**src/rtl/multi_clk_divider_pkg.sv**
```systemverilog
// Shared types, defaults and clamp helpers for the multi-channel clock divider.
// Optional feature macro: CLKDIV_DUTY_EN (programmable high time per channel).
package multi_clkdiv_pkg;

  localparam int CNT_W   = 26;
  localparam int DEF_DIV = 59999999;
  localparam int CFG_W   = CNT_W;

  typedef struct packed {
    logic [CFG_W-1:0] div;
    logic [CFG_W-1:0] hi;
  } clkdiv_cfg_t;

  // A divisor of zero would make a one-cycle period with no low phase; force 1.
  function automatic logic [CFG_W-1:0] clamp_div(input logic [CFG_W-1:0] div);
    return (div == '0) ? CFG_W'(1) : div;
  endfunction

  // Half of the period, rounded down; computed one bit wider so div=all-ones cannot wrap.
  function automatic logic [CFG_W-1:0] half_hi(input logic [CFG_W-1:0] div);
    logic [CFG_W:0] per;
    per = {1'b0, div} + {{CFG_W{1'b0}}, 1'b1};
    return CFG_W'(per >> 1);
  endfunction

  // Clamp applied when a shadow config becomes active. hi=0 (always low) and
  // hi>div (always high) fall out of the cnt<hi compare without modification.
  function automatic clkdiv_cfg_t clamp_cfg(input clkdiv_cfg_t c);
    clkdiv_cfg_t r;
    r.div = clamp_div(c.div);
    r.hi  = c.hi;
    return r;
  endfunction

endpackage

```
**src/rtl/multi_clk_divider_if.sv**
```systemverilog
// Config write port of the multi-channel clock divider (valid/ready).
// cfg_hi is only consumed when CLKDIV_DUTY_EN is defined.
interface multi_clk_divider_if #(
  parameter int CHANNELS = 4,
  parameter int CNT_W    = multi_clkdiv_pkg::CNT_W
);
  localparam int CH_W = (CHANNELS > 1) ? $clog2(CHANNELS) : 1;

  logic             cfg_valid;
  logic             cfg_ready;
  logic [CH_W-1:0]  cfg_ch;
  logic [CNT_W-1:0] cfg_div;
  logic [CNT_W-1:0] cfg_hi;

  modport master (
    output cfg_valid, cfg_ch, cfg_div, cfg_hi,
    input  cfg_ready
  );

  modport slave (
    input  cfg_valid, cfg_ch, cfg_div, cfg_hi,
    output cfg_ready
  );

endinterface

```
**src/rtl/multi_clk_divider_channel.sv**
```systemverilog
// One divider channel: counter, shadow/active config, pend flag, output regs.
// Optional feature macro: CLKDIV_DUTY_EN (stores a programmable high time;
// otherwise the high time is half the period, low-biased for odd periods).
module clkdiv_channel #(
  parameter int CNT_W   = multi_clkdiv_pkg::CNT_W,
  parameter int DEF_DIV = multi_clkdiv_pkg::DEF_DIV
) (
  input  logic                          clk,
  input  logic                          rst,
  input  logic                          en,
  input  logic                          wr,
  input  multi_clkdiv_pkg::clkdiv_cfg_t wr_cfg,
  output logic                          div_out,
  output logic                          tick,
  output logic                          pend
);
  import multi_clkdiv_pkg::*;

  localparam logic [CNT_W-1:0] DEF_D  = CNT_W'(DEF_DIV);
  localparam logic [CNT_W-1:0] DEF_HI = CNT_W'((64'(DEF_DIV) + 64'd1) >> 1);
  localparam logic [CNT_W-1:0] ONE    = CNT_W'(1);

  logic [CNT_W-1:0] cnt;
  logic [CNT_W-1:0] div_a;
  logic [CNT_W-1:0] hi_a;
  logic [CNT_W-1:0] load_div;
  logic             wrap;
  logic             apply;

  assign wrap  = (cnt == div_a);
  // Disabled channels take the shadow right away so a pending write never stalls.
  assign apply = pend && (!en || wrap);

`ifdef CLKDIV_DUTY_EN
  clkdiv_cfg_t      shadow;
  clkdiv_cfg_t      load_cfg;
  logic [CNT_W-1:0] hi_r;

  assign load_cfg = clamp_cfg(shadow);
  assign load_div = CNT_W'(load_cfg.div);
  assign hi_a     = hi_r;
`else
  logic [CNT_W-1:0] div_s;
  logic             unused_hi;

  assign load_div  = CNT_W'(clamp_div(CFG_W'(div_s)));
  assign hi_a      = CNT_W'(half_hi(CFG_W'(div_a)));
  assign unused_hi = ^wr_cfg.hi;
`endif

  // Shadow capture on accept, shadow-to-active transfer at the period boundary.
  always_ff @(posedge clk or posedge rst) begin
    if (rst) begin
      pend  <= 1'b0;
      div_a <= DEF_D;
`ifdef CLKDIV_DUTY_EN
      shadow <= '{div: CFG_W'(DEF_D), hi: CFG_W'(DEF_HI)};
      hi_r   <= DEF_HI;
`else
      div_s  <= DEF_D;
`endif
    end else if (wr) begin
`ifdef CLKDIV_DUTY_EN
      shadow <= wr_cfg;
`else
      div_s  <= CNT_W'(wr_cfg.div);
`endif
      pend <= 1'b1;
    end else if (apply) begin
      div_a <= load_div;
`ifdef CLKDIV_DUTY_EN
      hi_r  <= CNT_W'(load_cfg.hi);
`endif
      pend  <= 1'b0;
    end
  end

  // Period counter with registered waveform and wrap tick; disable restarts at 0.
  always_ff @(posedge clk or posedge rst) begin
    if (rst) begin
      cnt     <= '0;
      div_out <= 1'b0;
      tick    <= 1'b0;
    end else if (!en) begin
      cnt     <= '0;
      div_out <= 1'b0;
      tick    <= 1'b0;
    end else begin
      div_out <= (cnt < hi_a);
      tick    <= wrap;
      cnt     <= wrap ? '0 : cnt + ONE;
    end
  end

endmodule

```
**src/rtl/multi_clk_divider.sv**
```systemverilog
// Multi-channel programmable clock divider top: config decode, ready mux and
// CHANNELS independent divider channels.
// Optional feature macro: CLKDIV_DUTY_EN (per-channel programmable high time).
module multi_clk_divider #(
  parameter int CHANNELS = 4,
  parameter int CNT_W    = multi_clkdiv_pkg::CNT_W,
  parameter int DEF_DIV  = multi_clkdiv_pkg::DEF_DIV
) (
  input  logic                clk,
  input  logic                rst,
  input  logic [CHANNELS-1:0] ch_en,
  multi_clk_divider_if.slave  bus,
  output logic [CHANNELS-1:0] div_out,
  output logic [CHANNELS-1:0] period_tick,
  output logic [CHANNELS-1:0] pending
);
  import multi_clkdiv_pkg::*;

  localparam int CH_W = (CHANNELS > 1) ? $clog2(CHANNELS) : 1;

  logic [CHANNELS-1:0] wr;
  logic                ready;
  clkdiv_cfg_t         wr_cfg;

  // Ready follows the addressed channel's pend flag; unknown channels always accept.
  always_comb begin
    ready = 1'b1;
    for (int i = 0; i < CHANNELS; i++) begin
      if (bus.cfg_ch == CH_W'(i)) ready = !pending[i];
    end
  end

  assign bus.cfg_ready = ready;
  assign wr_cfg        = '{div: CFG_W'(bus.cfg_div), hi: CFG_W'(bus.cfg_hi)};

  for (genvar g = 0; g < CHANNELS; g++) begin : g_ch
    assign wr[g] = bus.cfg_valid && ready && (bus.cfg_ch == CH_W'(g));

    clkdiv_channel #(
      .CNT_W   (CNT_W),
      .DEF_DIV (DEF_DIV)
    ) u_ch (
      .clk     (clk),
      .rst     (rst),
      .en      (ch_en[g]),
      .wr      (wr[g]),
      .wr_cfg  (wr_cfg),
      .div_out (div_out[g]),
      .tick    (period_tick[g]),
      .pend    (pending[g])
    );
  end

endmodule

```
**src/flat_wrapper.sv**
```systemverilog
// flat-port wrapper written by rule: the top's interface ports become plain ports
module multi_clk_divider_flat import multi_clkdiv_pkg::*;
#(
  parameter int CHANNELS = 4,
  parameter int CNT_W    = multi_clkdiv_pkg::CNT_W,
  parameter int DEF_DIV  = multi_clkdiv_pkg::DEF_DIV
)
  (clk, rst, ch_en, div_out, period_tick, pending, bus_cfg_valid, bus_cfg_ch, bus_cfg_div, bus_cfg_hi, bus_cfg_ready);
  multi_clk_divider_if #(.CHANNELS(CHANNELS), .CNT_W(CNT_W)) bus_i ();
  input  logic clk;
  input  logic rst;
  input  logic [CHANNELS-1:0] ch_en;
  output logic [CHANNELS-1:0] div_out;
  output logic [CHANNELS-1:0] period_tick;
  output logic [CHANNELS-1:0] pending;
  input wire logic [$bits(bus_i.cfg_valid)-1:0] bus_cfg_valid;
  input wire logic [$bits(bus_i.cfg_ch)-1:0] bus_cfg_ch;
  input wire logic [$bits(bus_i.cfg_div)-1:0] bus_cfg_div;
  input wire logic [$bits(bus_i.cfg_hi)-1:0] bus_cfg_hi;
  output wire logic [$bits(bus_i.cfg_ready)-1:0] bus_cfg_ready;
  assign bus_i.cfg_valid = bus_cfg_valid;
  assign bus_i.cfg_ch = bus_cfg_ch;
  assign bus_i.cfg_div = bus_cfg_div;
  assign bus_i.cfg_hi = bus_cfg_hi;
  assign bus_cfg_ready = bus_i.cfg_ready;
  multi_clk_divider #(.CHANNELS(CHANNELS), .CNT_W(CNT_W), .DEF_DIV(DEF_DIV)) u_core (.clk(clk), .rst(rst), .ch_en(ch_en), .bus(bus_i), .div_out(div_out), .period_tick(period_tick), .pending(pending));
endmodule
```
**config.mk**
```make
export PLATFORM = sky130hd
export DESIGN_NAME = multi_clk_divider_flat
export DESIGN_NICKNAME = d
export VERILOG_FILES = /design/src/rtl/multi_clk_divider_pkg.sv /design/src/rtl/multi_clk_divider_if.sv /design/src/rtl/multi_clk_divider_channel.sv /design/src/rtl/multi_clk_divider.sv /design/src/flat_wrapper.sv
export SDC_FILE = /design/constraint.sdc
export NUM_CORES = 1
export LEC_CHECK = 0
export CAP_MARGIN = 10
export CORE_MARGIN = 8
export CORE_UTILIZATION = 55
export CTS_BUF_LIST = sky130_fd_sc_hd__clkbuf_4
export DETAILED_ROUTE_END_ITERATION = 16
export HOLD_SLACK_MARGIN = 0.08
export PLACE_DENSITY = 0.71
export SETUP_SLACK_MARGIN = 0.4
export SYNTH_ARGS = -nofsm -noshare
export SYNTH_HDL_FRONTEND = slang
export SYNTH_SLANG_ARGS = --single-unit
export TNS_END_PERCENT = 100
```
**constraint.sdc**
```tcl
create_clock -name clk -period 14 [get_ports clk]
set_clock_uncertainty 0.05 [all_clocks]
set_input_delay 4.2 -clock clk [delete_from_list [all_inputs] [get_ports clk]]
set_output_delay 4.2 -clock clk [all_outputs]
set_load 0.01 [all_outputs]
```
* After elaboration in Yosys (flattened, before gate mapping)
Index checks and enable logic that the tools add are counted.
** Word-level totals
- Bits in registers :: 324
- Bits in latches :: 0
- Bits in writable memories :: 0
- ROM bits :: 0
- Input port bits :: 61
- Output and inout bits :: 13
- Memories :: 0
** Cells by class
- $add $sub $neg :: 8
- Multiply operators :: 0
- Div/mod/pow operators :: 0
- $lt $le $gt $ge :: 4
- Equality and inequality tests :: 7
- Shift-type cells :: 0
- Mux-type cells :: 32
- Bitwise gates (word level) :: 4
- Reductions and logical operators :: 34
** Operator list (number)
- $mux W26 :: 12
- $add A26 B1 Y27 const B :: 4
- $add A26 B1 Y26 const B :: 4
- $eq A26 B26 Y1 :: 4
- $logic_not A26 Y1 :: 4
- $lt A26 B26 Y1 :: 4
- $mux W1 :: 20
- $logic_and A1 B1 Y1 :: 9
- $logic_not A1 Y1 :: 8
- $reduce_and A2 Y1 :: 4
- $reduce_bool A2 Y1 :: 4
- $eq A2 B2 Y1 const B :: 2
- $logic_or A1 B1 Y1 :: 4
- $not A1 Y1 :: 4
- $eq A2 B1 Y1 const B :: 1
- $logic_not A2 Y1 :: 1

* Depth between registers and ports, before layout
Gate-level depths: netlist of run 1.
- Depth in word-level cells :: 9
- Gate-level depth with buffers :: 14
- Mapped depth without buffers :: 14

* Modules after synthesis
A second synthesis of run 1 with hierarchy kept.
** Second synthesis, totals
- Cells, all modules :: 1724
- Area, all modules :: 19386.1 um2
** By module, submodules not included
- clkdiv_channel at u_core.g_ch[0].u_ch ... :: instances 2, cells an instance 424, area an instance 4847.1 um2, seq. area each 2069.5 um2
- clkdiv_channel at u_core.g_ch[3].u_ch :: instances 1, cells an instance 429, area an instance 4855.9 um2, seq. area each 2069.5 um2
- clkdiv_channel at u_core.g_ch[1].u_ch :: instances 1, cells an instance 440, area an instance 4774.6 um2, seq. area each 2069.5 um2
- multi_clk_divider :: instances 1, cells an instance 7, area an instance 61.3 um2, seq. area each 0.0 um2

* Worst setup path before layout of run 1
Ideal clock, no wire load.
- Path type :: input -> output
- Start point :: input port bus_cfg_ch[0]
- End point :: output port bus_cfg_ready
- Arrival time :: 5.025 ns
- Required time :: 9.750 ns
- Slack :: 4.725 ns
- Cell stages on the path :: 3
- Path buffers :: 1
- Path through :: clkbuf_1 -> mux4_2 -> inv_1
** On the way
- Longest elaborated chain between the ends :: 5
- Elaborated cells on any way between the ends :: 8
** Ends and longest elaborated chain
- start, declared :: RTL line flat_wrapper.sv:17 : input wire logic [$bits(bus_i.cfg_ch)-1:0] bus_cfg_ch;
- $logic_not A2 Y1 :: RTL line multi_clk_divider.sv:29 : if (bus.cfg_ch == CH_W'(i)) ready = !pending[i];
- $mux W1 (3 in a row) :: RTL line multi_clk_divider.sv:29
- $mux W1 * :: RTL line multi_clk_divider.sv:29
- end, declared :: RTL line flat_wrapper.sv:20 : output wire logic [$bits(bus_i.cfg_ready)-1:0] bus_cfg_ready;
Every way passes the cells marked *; elsewhere a longest branch is shown, timed or not.

* Final worst setup path of run 1
Same ends and word-level chain as after synthesis.

==> flow_metrics.tcl, run 1 <==
set metrics [dict create \
    synth.ff_latch_count 324 \
    min_period_ns 10.25 \
    status "finished, final reports clean" \
    cts_tree "done" \
    synthToLayoutAreaGrowth_pct 10.1 \
    grt_first_pass_wirelength_mm 70.7 \
    start_util 0.559 \
    postCtsResizedCells 0 \
    worst_slew_pin_slew_ns 1.18 \
    core_um2 33500 \
    ios 74 \
    routedWlPerCell_um 17.9 \
    syn_nets 1917 \
    portBuffers 47 \
    criticalPathCategory "in2out" \
    cpMaxStageDelayCell "clkdlybuf4s50_1" \
    die_h_um 201 \
    nets 2000 \
    synth_most_common_cell "xor2_1" \
    gp_congestion 0.886 \
    slew_headroom 0.212 \
    ir_drop_v 0.0000809 \
    fp.dieW_um 201 \
    yosysTopAreaCellShare 0.251 \
    cts_buffers 85 \
    first_iter_violations 766 \
    critPathCaptureType "primary output" \
    yosysSeqAreaShare 0.442 \
    synth_edf_count 0 \
    grt_usage 0.211 \
    via_per_inst 5.69 \
    worstPathRequired_ns 9.75 \
    dp.cells 2192 \
    cts_root_buf "clkbuf_4" \
    period_share 0.732 \
    netlist_top_cells_count "xor2_1, dfrtp_1, nor2_1" \
    fmax_ghz 0.0975 \
    cp_max_fo 5 \
    postRouteAntennaNets 0 \
    setup-tns-final_ns 0 \
    finalMaxSlewViolations 0 \
    totalWireLength_mm 42.1 \
    path_clk_slew_ns 0.06 \
    ys_async_sr_fraction 1.00 \
    cp_slowest_stage_delay_ns 0.65 \
    yosys_warnings 0 \
    drc 0 \
    hold_buffers 0 \
    synth_cell_types 49 \
    critPathLaunchType "input port" \
    grt_start_max_net_pins 103 \
    hold_viol 0 \
    synth_area_um2 18700 \
    setup_violations 0 \
    cp_common_cell "clkdlybuf4s50_1" \
    clock_path_buffers 3 \
    crit_chain "clkdlybuf4s50_1, mux4_2, inv_1, clkdlybuf4s50_1" \
    num_vias 13400 \
    die_area_um2 40200 \
    antenna_found_initial 4 \
    place_hpwl_mm 30.4 \
    syn_avg_cell_area_um2 10.7 \
    fin_cells 2349 \
    num_rows 67 \
    cts.sink_count 324 \
    worstPathArrival_ns 6.00 \
    yosysTopAreaCell "dfrtp_1" \
    grt_overflow 0 \
    htreeDepth 3 \
    firstDrtPassIters 5 \
    drv_cap 0 \
    synth_ff_type "dfrtp_1" \
    drive_above_1_share 0.234 \
    post_cts_buffers 0 \
    grt_pass1_vias 13700 \
    rsz0062_at_grt "no" \
    power_density_nw_per_um2 153 \
    p_leak_nw 9.07 \
    hold_path.class "reg2reg" \
    yosys-top-cells-area "dfrtp_1, dfstp_2, xor2_1" \
    clock_latency_ns 0.73 \
    syn_inst 1748 \
]
-- cell families after synthesis --
logic type	after synthesis	share of synthesized area
buf+inv	113	0.0313
xor+xnor	282	0.132
mux	177	0.111
compound gates	158	0.0531
flops	324	0.442
simple gates	586	0.159
fa+ha+maj	108	0.0721
-- per-stage QoR --
step                       util  setup slack (ns)  power (mW)  instance area [um2]  hold WS [ns]
after floorplan               -              1.01        2.08                18700         0.422
after global placement    0.582              3.74        2.28                19500         0.438
after detailed placement  0.582              3.73        2.32                19500         0.450
after CTS                 0.615              3.72        3.18                20600         0.448
after global routing      0.615              3.66        3.36                20600         0.477
final                     0.616              3.75        3.15                20600         0.454
-- registers in the layout, indices dropped and copies added, names as in the netlist --
name,flops
u_core.g_ch.u_ch.cnt,104
u_core.g_ch.u_ch.div_out,4
u_core.g_ch.u_ch.pend,4
u_core.g_ch.u_ch.tick,4
u_core.g_ch.u_ch.div_a,104
u_core.g_ch.u_ch.div_s,104
-- layout by cell type, fill, tap and decap left out, types with 4 or more instances in the layout --
| cell | synthesis | routed |
|---|---|---|
| clkdlybuf4s50_1 | 0 | 47 |
| dfrtp_1 | 188 | 188 |
| a41o_1 | 4 | 4 |
| mux2_2 | 116 | 116 |
| a21o_1 | 27 | 27 |
| or4_1 | 7 | 7 |
| a211oi_1 | 8 | 8 |
| nor3_1 | 30 | 30 |
| nand3_1 | 102 | 102 |
| clkinv_1 | 0 | 8 |
| clkbuf_4 | 0 | 141 |
| o21ai_0 | 56 | 56 |
| nand2_1 | 96 | 96 |
| ha_1 | 108 | 108 |
| o211ai_1 | 6 | 6 |
| dfstp_2 | 136 | 136 |
| nor2b_1 | 15 | 15 |
| mux2_4 | 20 | 20 |
| or3_1 | 15 | 15 |
| xor2_1 | 203 | 203 |
| a21oi_1 | 39 | 39 |
| nand4_1 | 45 | 45 |
| and2_1 | 6 | 6 |
| inv_1 | 49 | 48 |
| nor2_1 | 150 | 150 |
| mux2_1 | 40 | 40 |
| xnor2_1 | 79 | 79 |
| and4_1 | 23 | 23 |
| and3_1 | 35 | 35 |
| buf_4 | 12 | 13 |
| clkinvlp_4 | 0 | 4 |
| nor4_1 | 51 | 51 |
| o21ai_4 | 3 | 4 |
-- critical path, delay by kind of cell --
kind | cells | cell delay, ns
buffers and inverters | 3 | 1.26
muxes | 1 | 0.54
-- final timing paths --
| kind | cells past startpoint | slack [ns] | start | to |
|---|---|---|---|---|
| setup / recovery | 4 | 3.75 | bus_cfg_ch[0] | bus_cfg_ready |
| hold / removal | 2 | 0.45 | u_core.g_ch[3].u_ch.div_s[7] | u_core.g_ch[3].u_ch.div_a[7] |
| setup reg to reg | 13 | 10.38 | u_core.g_ch[0].u_ch.div_a[9] | u_core.g_ch[0].u_ch.div_out |
| hold reg to reg | 2 | 0.45 | u_core.g_ch[3].u_ch.div_s[7] | u_core.g_ch[3].u_ch.div_a[7] |
| max in group asynchronous | 4 | 7.65 | rst | u_core.g_ch[0].u_ch.cnt[8] |
| min in group asynchronous | 2 | 3.96 | rst | u_core.g_ch[1].u_ch.cnt[10] |
-- power breakdown --
group	switching [mW]	total, mW	internal [mW]
clock network	0.391	0.843	0.452
registers	0.295	1.54	1.25
logic	0.361	0.766	0.406
-- per-layer routing --
metal,GRT usage,part of all wire,vias to the layer above
li1,-,-,6376
met1,0.290,0.47,6647
met2,0.331,0.46,292
met3,0.0508,0.058,52
met4,0.0555,0.013,0
met5,0,0,-
-- area by class of cell --
class	instances	area, um2
well taps	448	561
clock inverters	13	63.8
multi-input cells	1311	9910
clock buffers	141	1060
inverters	49	191
diodes	3	7.51
flip-flops and latches	324	8280
fillers	2779	12900
repair buffers	60	568
(Power assumes the default switching activity.)
==> run 2: changes to the inputs <==
clock period = 10.6 ns   (was 14 ns; I/O delays follow)
==> run 2 against run 1 <==
Compared with the run above:
- total power grew 33%
- cell area grew 0.23%
- utilization grew 0.14 points
- count of clock-buffer cells in the layout grew 5
- cell count grew 0.38%
- worst setup slack lost 1.4 ns
- critical path depth is the same
- sequential power grew 32%
- critical path type unchanged
- sequential share of layout area shrank 0.092 points
==> flow_metrics.tcl, run 2 (synthesis results as in run 1) <==
set metrics [dict create \
    status "finished, final reports clean" \
    worstPathRequired_ns 7.37 \
    fmax_ghz 0.122 \
    worstPathArrival_ns 4.98 \
    first_iter_violations 730 \
    die_h_um 201 \
    hp-start "u_core.g_ch[3].u_ch.div_s[6]" \
    htreeDepth 3 \
    clock_latency_ns 0.77 \
    post_cts_buffers 0 \
    slew_headroom 0.212 \
    crit_chain "clkdlybuf4s50_1, mux4_2, inv_1, clkdlybuf4s50_1" \
    start_util 0.559 \
    p_leak_nw 9.11 \
    gp_congestion 0.838 \
    nets 2002 \
    reg_top3 "u_core.g_ch.u_ch.cnt: 104 flops, u_core.g_ch.u_ch.div_a: 104 flops, u_core.g_ch.u_ch.div_s: 104 flops" \
    num_vias 13400 \
    critPathLaunchType "input port" \
    criticalPathCategory "in2out" \
    hold_path.class "reg2reg" \
    min_period_ns 8.21 \
    setup_violations 0 \
    r2r_start "u_core.g_ch[3].u_ch.div_a[2]" \
    totalWireLength_mm 42.6 \
    layout_common_cells "xor2_1, dfrtp_1, nor2_1" \
    drc 0 \
    use_met1 0.286 \
    rsz0062_at_grt "no" \
    postRouteAntennaNets 0 \
    die_area_um2 40200 \
    fp.dieW_um 201 \
    antenna_found_initial 3 \
    grt_first_pass_wirelength_mm 71.4 \
    routedWlPerCell_um 18.0 \
    hold_depth 2 \
    cp_max_fo 5 \
    clock_path_buffers 3 \
    num_rows 67 \
    cp_slowest_stage_delay_ns 0.65 \
    reg2reg_depth 10 \
    ir_drop_v 0.000117 \
    period_share 0.775 \
    ios 74 \
    grtUsageMet3 0.0544 \
    core_um2 33500 \
    critPathCaptureType "primary output" \
    place_hpwl_mm 30.1 \
    grt_busiest_layer "met2" \
    final_common_cell "xor2_1" \
    grt_pass1_vias 14100 \
    worst_slew_pin_slew_ns 1.18 \
    cts_buffers 88 \
    via_per_inst 5.69 \
    fin_cells 2358 \
    cts_root_buf "clkbuf_4" \
    path_clk_slew_ns 0.06 \
    cts_tree "done" \
    grt_overflow 0 \
    crit_path_start "bus_cfg_ch[0]" \
    grt_start_max_net_pins 181 \
    hold_buffers 0 \
    setup.reg_to_reg.worst_slack_ns 6.95 \
    dp.cells 2191 \
    grt_usage 0.213 \
    finalMaxSlewViolations 0 \
    whs_endpoint "u_core.g_ch[3].u_ch.div_a[6]" \
    postCtsResizedCells 0 \
    hold_viol 0 \
    setup-tns-final_ns 0 \
    cp_common_cell "clkdlybuf4s50_1" \
    power_mw 4.21 \
    synthToLayoutAreaGrowth_pct 10.4 \
    use_met2 0.336 \
    rr_endpoint "u_core.g_ch[3].u_ch.div_out" \
    portBuffers 47 \
    power_density_nw_per_um2 203 \
    cts.sink_count 324 \
    firstDrtPassIters 4 \
    drive_above_1_share 0.235 \
    drv_cap 0 \
    cpMaxStageDelayCell "clkdlybuf4s50_1" \
]
-- run 2: worst max-delay path by stage --
stage                     slack (ns)  cells after the start                          to
after floorplan                 3.16                      1  u_core.g_ch[0].u_ch.cnt[0]
after global placement          2.39                      4               bus_cfg_ready
after detailed placement        2.39                      4               bus_cfg_ready
after CTS                       2.38                      4               bus_cfg_ready
after global routing            2.32                      4               bus_cfg_ready
final                           2.39                      4               bus_cfg_ready
-- run 2: power breakdown --
group	total, mW	switching, mW	internal (mW)
Combinational	1.02	0.482	0.538
Sequential	2.04	0.390	1.65
Clock	1.15	0.530	0.620
-- run 2: critical path, delay by kind of cell --
family / cells / cell delay (ns)
buffers and inverters: 3 / 1.25
multiplexers: 1 / 0.55
-- run 2: layer usage --
layer / wire length [um] / vias up
met2: 19600 / 275
met3: 2140 / 83
met1: 19900 / 6670
met4: 954 / 0
li1: - / 6386
met5: 0 / -
-- run 2: final cells by class --
type,count,area (um2)
tap,448,561
clock inverter,19,75.1
inverter,49,188
clock buffer,146,1100
multi-input combinational,1311,9910
timing repair buffer,59,573
fill,2819,12800
sequential,324,8280
antenna,2,5.00
-- run 2: metrics by stage --
step	worst slack, ns	utilization	instance area [um2]	hold slack (ns)
after detailed placement	2.39	0.582	19500	0.444
after floorplan	3.16	-	18700	0.422
after global routing	2.32	0.617	20700	0.499
after CTS	2.38	0.617	20700	0.461
after global placement	2.39	0.582	19500	0.435
final	2.39	0.617	20700	0.461
==> RTL edit 1 (config.mk and constraints of run 1) <==
Add a define of `CLKDIV_DUTY_EN`.
--- a/src/rtl/multi_clk_divider_channel.sv
+++ b/src/rtl/multi_clk_divider_channel.sv
@@ -2,4 +2,6 @@
 // Optional feature macro: CLKDIV_DUTY_EN (stores a programmable high time;
 // otherwise the high time is half the period, low-biased for odd periods).
+`define CLKDIV_DUTY_EN
+
 module clkdiv_channel #(
   parameter int CNT_W   = multi_clkdiv_pkg::CNT_W,
Check against the original RTL: not equivalent (Yosys sat finds a counterexample within 4 cycles, from zero or initial values and one cycle with rst high).
==> RTL edit 1 against run 1 <==
  * Core utilization increased by 0.81 points
  * Synthesized area increased by 34%
  * Via count increased by 35%
  * Global-route usage increased by 3.3 points
  * Cell area increased by 37%
  * Sequential cell count increased by 208
  * Highest routed layer is now met5
  * Setup slack improved by 0.073 ns
  * Wire length increased by 52%
  * Critical endpoint unchanged
  * Critical path type unchanged
  * Total power increased by 47%
==> RTL edit 1: results (changes against run 1) <==
setup_path:
  r2r_start: "u_core.g_ch[3].u_ch.cnt[13]"  # was u_core.g_ch[0].u_ch.div_a[9]
  reg2reg_to: "u_core.g_ch[3].u_ch.hi_a[0]"  # was u_core.g_ch[0].u_ch.div_out
  r2r_slack_ns: 10.64  # was 10.38 ns
  cp_max_fo: 6  # was 5
  worstPathArrival_ns: 5.93  # was 6.00 ns
  slowest_delay_ns: 0.60  # was 0.65 ns
timing:
  holdWs_ns: 0.409  # was 0.454 ns
  finalCritPeriodShare_pct: 72.7  # was 73.2%
  worst_pin_slew_ns: 1.19  # was 1.18 ns
clock_network:
  clock_latency_ns: 0.87  # was 0.73 ns
  cts_made_buffers: 143  # was 85
  h-tree-depth: 4  # was 3
yosys:
  ys_types: 48  # was 49
  syn_area_per_cell_um2: 10.3  # was 10.7 um^2
  ys_seq_area_share_pct: 54.0  # was 44.2%
  synth_nets: 2596  # was 1917
  synth_area_leaders: "dfrtp_1 31%, dfstp_2 23%, nand2_1 7.0%, xor2_1 5.5%, ha_1 5.2%"  # was dfrtp_1 25%, dfstp_2 19%, xor2_1 9.5%, ha_1 7.2%, mux2_2 7.0%
  yosys-top-cells-count: "472 x nand2_1, 316 x dfrtp_1, 216 x dfstp_2"  # was 203 x xor2_1, 188 x dfrtp_1, 150 x nor2_1
grt:
  grt_use_met2_pct: 38.4  # was 33.1%
  globalRouteMet1Util_pct: 33.1  # was 29.0%
  grt_pass1_vias: 18223  # was 13732
  grt_pass1_wl_um: 101000  # was 70700 um
finish:
  design_area_um2: 28200  # was 20600 um^2
  nFillCells: 3792  # was 2779
  finalNetCount: 2727  # was 2000
detailed_routing:
  wl_met1_um: 28500  # was 19900 um
  topRoutingLayerUsed: "met5"  # was met4
  vias_per_cell: 5.49  # was 5.69
  wl_um: 64000  # was 42100 um
  wl_met2_um: 30200  # was 19300 um
  drt-initial-drc-count: 1309  # was 766
placement:
  port_buffers: 73  # was 47
  post-place-cells: 3017  # was 2192
  hpwl_um: 42200  # was 30400 um
  post-place-ws_ns: 3.79  # was 3.73 ns
  dpl_cell_area_um2: 26300  # was 19500 um^2
  routabilityCongestion: 0.880  # was 0.886
power:
  vdd_drop_max_mv: 0.0772  # was 0.0809 mV
status:
  status: "completed"  # unchanged
==> RTL edit 1: changes by cell type after synthesis, moves of 45 or more <==
cell and change:
dfrtp_1 +128, xor2_1 -45, o21ai_0 +113, inv_1 +139, nand2_1 +376, dfstp_2 +80
==> RTL edit 1: area by class of cell <==
| cell class | count | area share (%) |
|---|---|---|
| Antenna cell | 3 | 0.0266 |
| Clock buffer | 246 | 6.54 |
| Clock inverter | 17 | 0.412 |
| Inverter | 188 | 2.51 |
| Multi-Input combinational cell | 1605 | 36.6 |
| Sequential cell | 532 | 48.1 |
| Tap cell | 600 | 2.66 |
| Timing Repair Buffer | 92 | 3.14 |
==> RTL edit 1: where the power goes <==
part | switching, mW | internal [mW]
logic | 0.468 | 0.416
clock network | 0.638 | 0.822
registers | 0.246 | 2.05
==> RTL edit 1: cell families after synthesis <==
family | share of synthesized area, %
compound gates | 5.77
fa+ha+maj | 5.17
flops | 54.0
buf+inv | 5.03
simple gates | 15.6
xor+xnor | 6.79
mux | 7.57
==> RTL edit 2 (settings of run 1) <==
Made on the original files. Reset style: synchronous (`rst`), changed in 2 clocked blocks.
--- a/src/rtl/multi_clk_divider_channel.sv
+++ b/src/rtl/multi_clk_divider_channel.sv
@@ -50,5 +50,5 @@
 
   // Shadow capture on accept, shadow-to-active transfer at the period boundary.
-  always_ff @(posedge clk or posedge rst) begin
+  always_ff @(posedge clk) begin
     if (rst) begin
       pend  <= 1'b0;
@@ -77,5 +77,5 @@
 
   // Period counter with registered waveform and wrap tick; disable restarts at 0.
-  always_ff @(posedge clk or posedge rst) begin
+  always_ff @(posedge clk) begin
     if (rst) begin
       cnt     <= '0;
Function: differs if rst is asserted again (counterexample within 4 cycles, from zero or initial values and one cycle with rst high); with rst held inactive, the same outputs for 4 cycles.
==> RTL edit 2 against run 1 <==
  * Fmax is 0.54% lower
  * Wire length up 1.9%
  * Final cell count rose by 9.9%
  * Setup slack lost 0.055 ns
  * Worst hold slack lost 0.026 ns
  * Sequential cell count unchanged
  * Cell area decreased by 7.0%
  * Die area shrank 6.0%
  * Synthesized area down 6.5%
  * Global-route usage is 1.3 points higher
  * Critical endpoint unchanged
  * Largest cell class unchanged
  * Highest routed layer unchanged
Power is not compared: it rests on default switching activity, and its combinational part moved more than twofold at a synthesized area within 25%.
==> RTL edit 2: results (changes against run 1) <==
status:
  status: "completed"  # unchanged
yosys:
  postSynthCellCount: 2072  # was 1748
  synth_area_leaders: "dfxtp_1 37%, xnor2_1 7.8%, ha_1 7.7%, xor2_1 6.9%, nand2_1 5.8%"  # was dfrtp_1 25%, dfstp_2 19%, xor2_1 9.5%, ha_1 7.2%, mux2_2 7.0%
  synth_fa_ha_area_share_pct: 7.71  # was 7.21%
  yosys-top-cells-count: "324 x dfxtp_1, 273 x nand2_1, 209 x nor2_1"  # was 203 x xor2_1, 188 x dfrtp_1, 150 x nor2_1
  synth_compound_area_share_pct: 11.1  # was 5.31%
  synthXorXnorAreaFrac_pct: 14.7  # was 13.2%
  synth_flop_cell: "dfxtp_1"  # was dfrtp_1
  ys_types: 66  # was 49
  ys_seq_area_share_pct: 37.0  # was 44.2%
  synth_mux_area_share_pct: 1.98  # was 11.1%
finish:
  fin_cells: 2581  # was 2349
  final-seq-area_um2: 6490  # was 8280 um^2
  finalNetCount: 2283  # was 2000
  nFillCells: 2823  # was 2779
  drive_gt1_share_pct: 9.37  # was 23.4%
timing:
  finalCritPeriodShare_pct: 73.6  # was 73.2%
  worst_pin_slew_ns: 1.10  # was 1.18 ns
clock_network:
  cts_made_buffers: 86  # was 85
detailed_routing:
  wl_per_cell_um: 16.6  # was 17.9 um
  vias_per_cell: 5.62  # was 5.69
  drt-initial-drc-count: 991  # was 766
placement:
  post-place-cells: 2428  # was 2192
  routabilityCongestion: 0.907  # was 0.886
  hpwl_um: 31000  # was 30400 um
  dpl_cell_area_um2: 18100  # was 19500 um^2
grt:
  antenna_found_initial: 1  # was 4
  grt_pass1_wl_um: 70800  # was 70700 um
  grt_start_max_net_pins: 69  # was 103
  grt_usage_pct: 22.4  # was 21.1%
  grt_pass1_vias: 14068  # was 13732
die:
  dieArea_um2: 37800  # was 40200 um^2
setup_path:
  worstPathArrival_ns: 6.06  # was 6.00 ns
  cp_max_fo: 8  # was 5
[RTL edit 2: cell count changes in the layout (fill, tap and decap cells not counted), sizes merged, moves of 78 or more]
cell / delta
dfxtp: +324
nand2: +177
dfstp: -136
mux2: -161
xnor2: +78
dfrtp: -188
[RTL edit 2: critical path, stage by stage]
cell and delay, ns:
clkdlybuf4s50_1 0.63, nor2b_1 0.25, o21ai_0 0.11, o21ai_0 0.22
clkdlybuf4s50_1 0.65
[RTL edit 2: power groups by stage]
stage | clock [mW] | combinational (mW) | sequential (mW)
after floorplan | 0 | 0.0986 | 0.976
after global placement | 0 | 0.137 | 0.983
after detailed placement | 0 | 0.140 | 0.984
after CTS | 0.853 | 0.141 | 0.964
after global routing | 0.905 | 0.156 | 0.966
final | 0.831 | 0.141 | 0.964
[RTL edit 2: layer usage]
| metal | vias up | share of wire [%] | GRT usage (%) |
|---|---|---|---|
| li1 | 7289 | - | - |
| met1 | 6815 | 46 | 29.2 |
| met2 | 330 | 47 | 37.0 |
| met3 | 67 | 4.9 | 4.02 |
| met4 | 0 | 1.8 | 7.04 |
| met5 | - | 0 | 0 |
[RTL edit 2: per-stage QoR]
step                      hold slack (ns)  setup WS [ns]
after floorplan                     0.384           5.14
after global placement              0.408           3.79
after detailed placement            0.418           3.76
after CTS                           0.431           3.74
after global routing                0.452           3.61
final                               0.427           3.69
[RTL edit 2: logic make-up after synthesis]
| group | after synthesis |
|---|---|
| flip-flops | 324 |
| XOR/XNOR | 295 |
| multiplexers | 32 |
| buffers and inverters | 177 |
| AO/OA/AOI/OAI | 298 |
| adder cells (fa/ha/maj) | 108 |
| AND/OR/NAND/NOR | 838 |
[RTL edit 2: final timing paths]
check / from / end / slack (ns) / depth (start not counted)
max reg2reg: u_core.g_ch[2].u_ch.div_a[5] / u_core.g_ch[2].u_ch.div_out / 10.21 / 13
min reg2reg: u_core.g_ch[3].u_ch.div_s[19] / u_core.g_ch[3].u_ch.div_s[19] / 0.43 / 2
max: bus_cfg_ch[1] / bus_cfg_ready / 3.69 / 5
min: u_core.g_ch[3].u_ch.div_s[19] / u_core.g_ch[3].u_ch.div_s[19] / 0.43 / 2
[RTL edit 2: final cells by class]
type | instances | area share, %
clock buffers | 125 | 4.89
repair buffers | 54 | 2.71
flip-flops and latches | 324 | 33.8
clock inverters | 27 | 0.782
multi-input cells | 1571 | 53.7
inverters | 77 | 1.51
well taps | 402 | 2.62
diodes | 1 | 0.0130
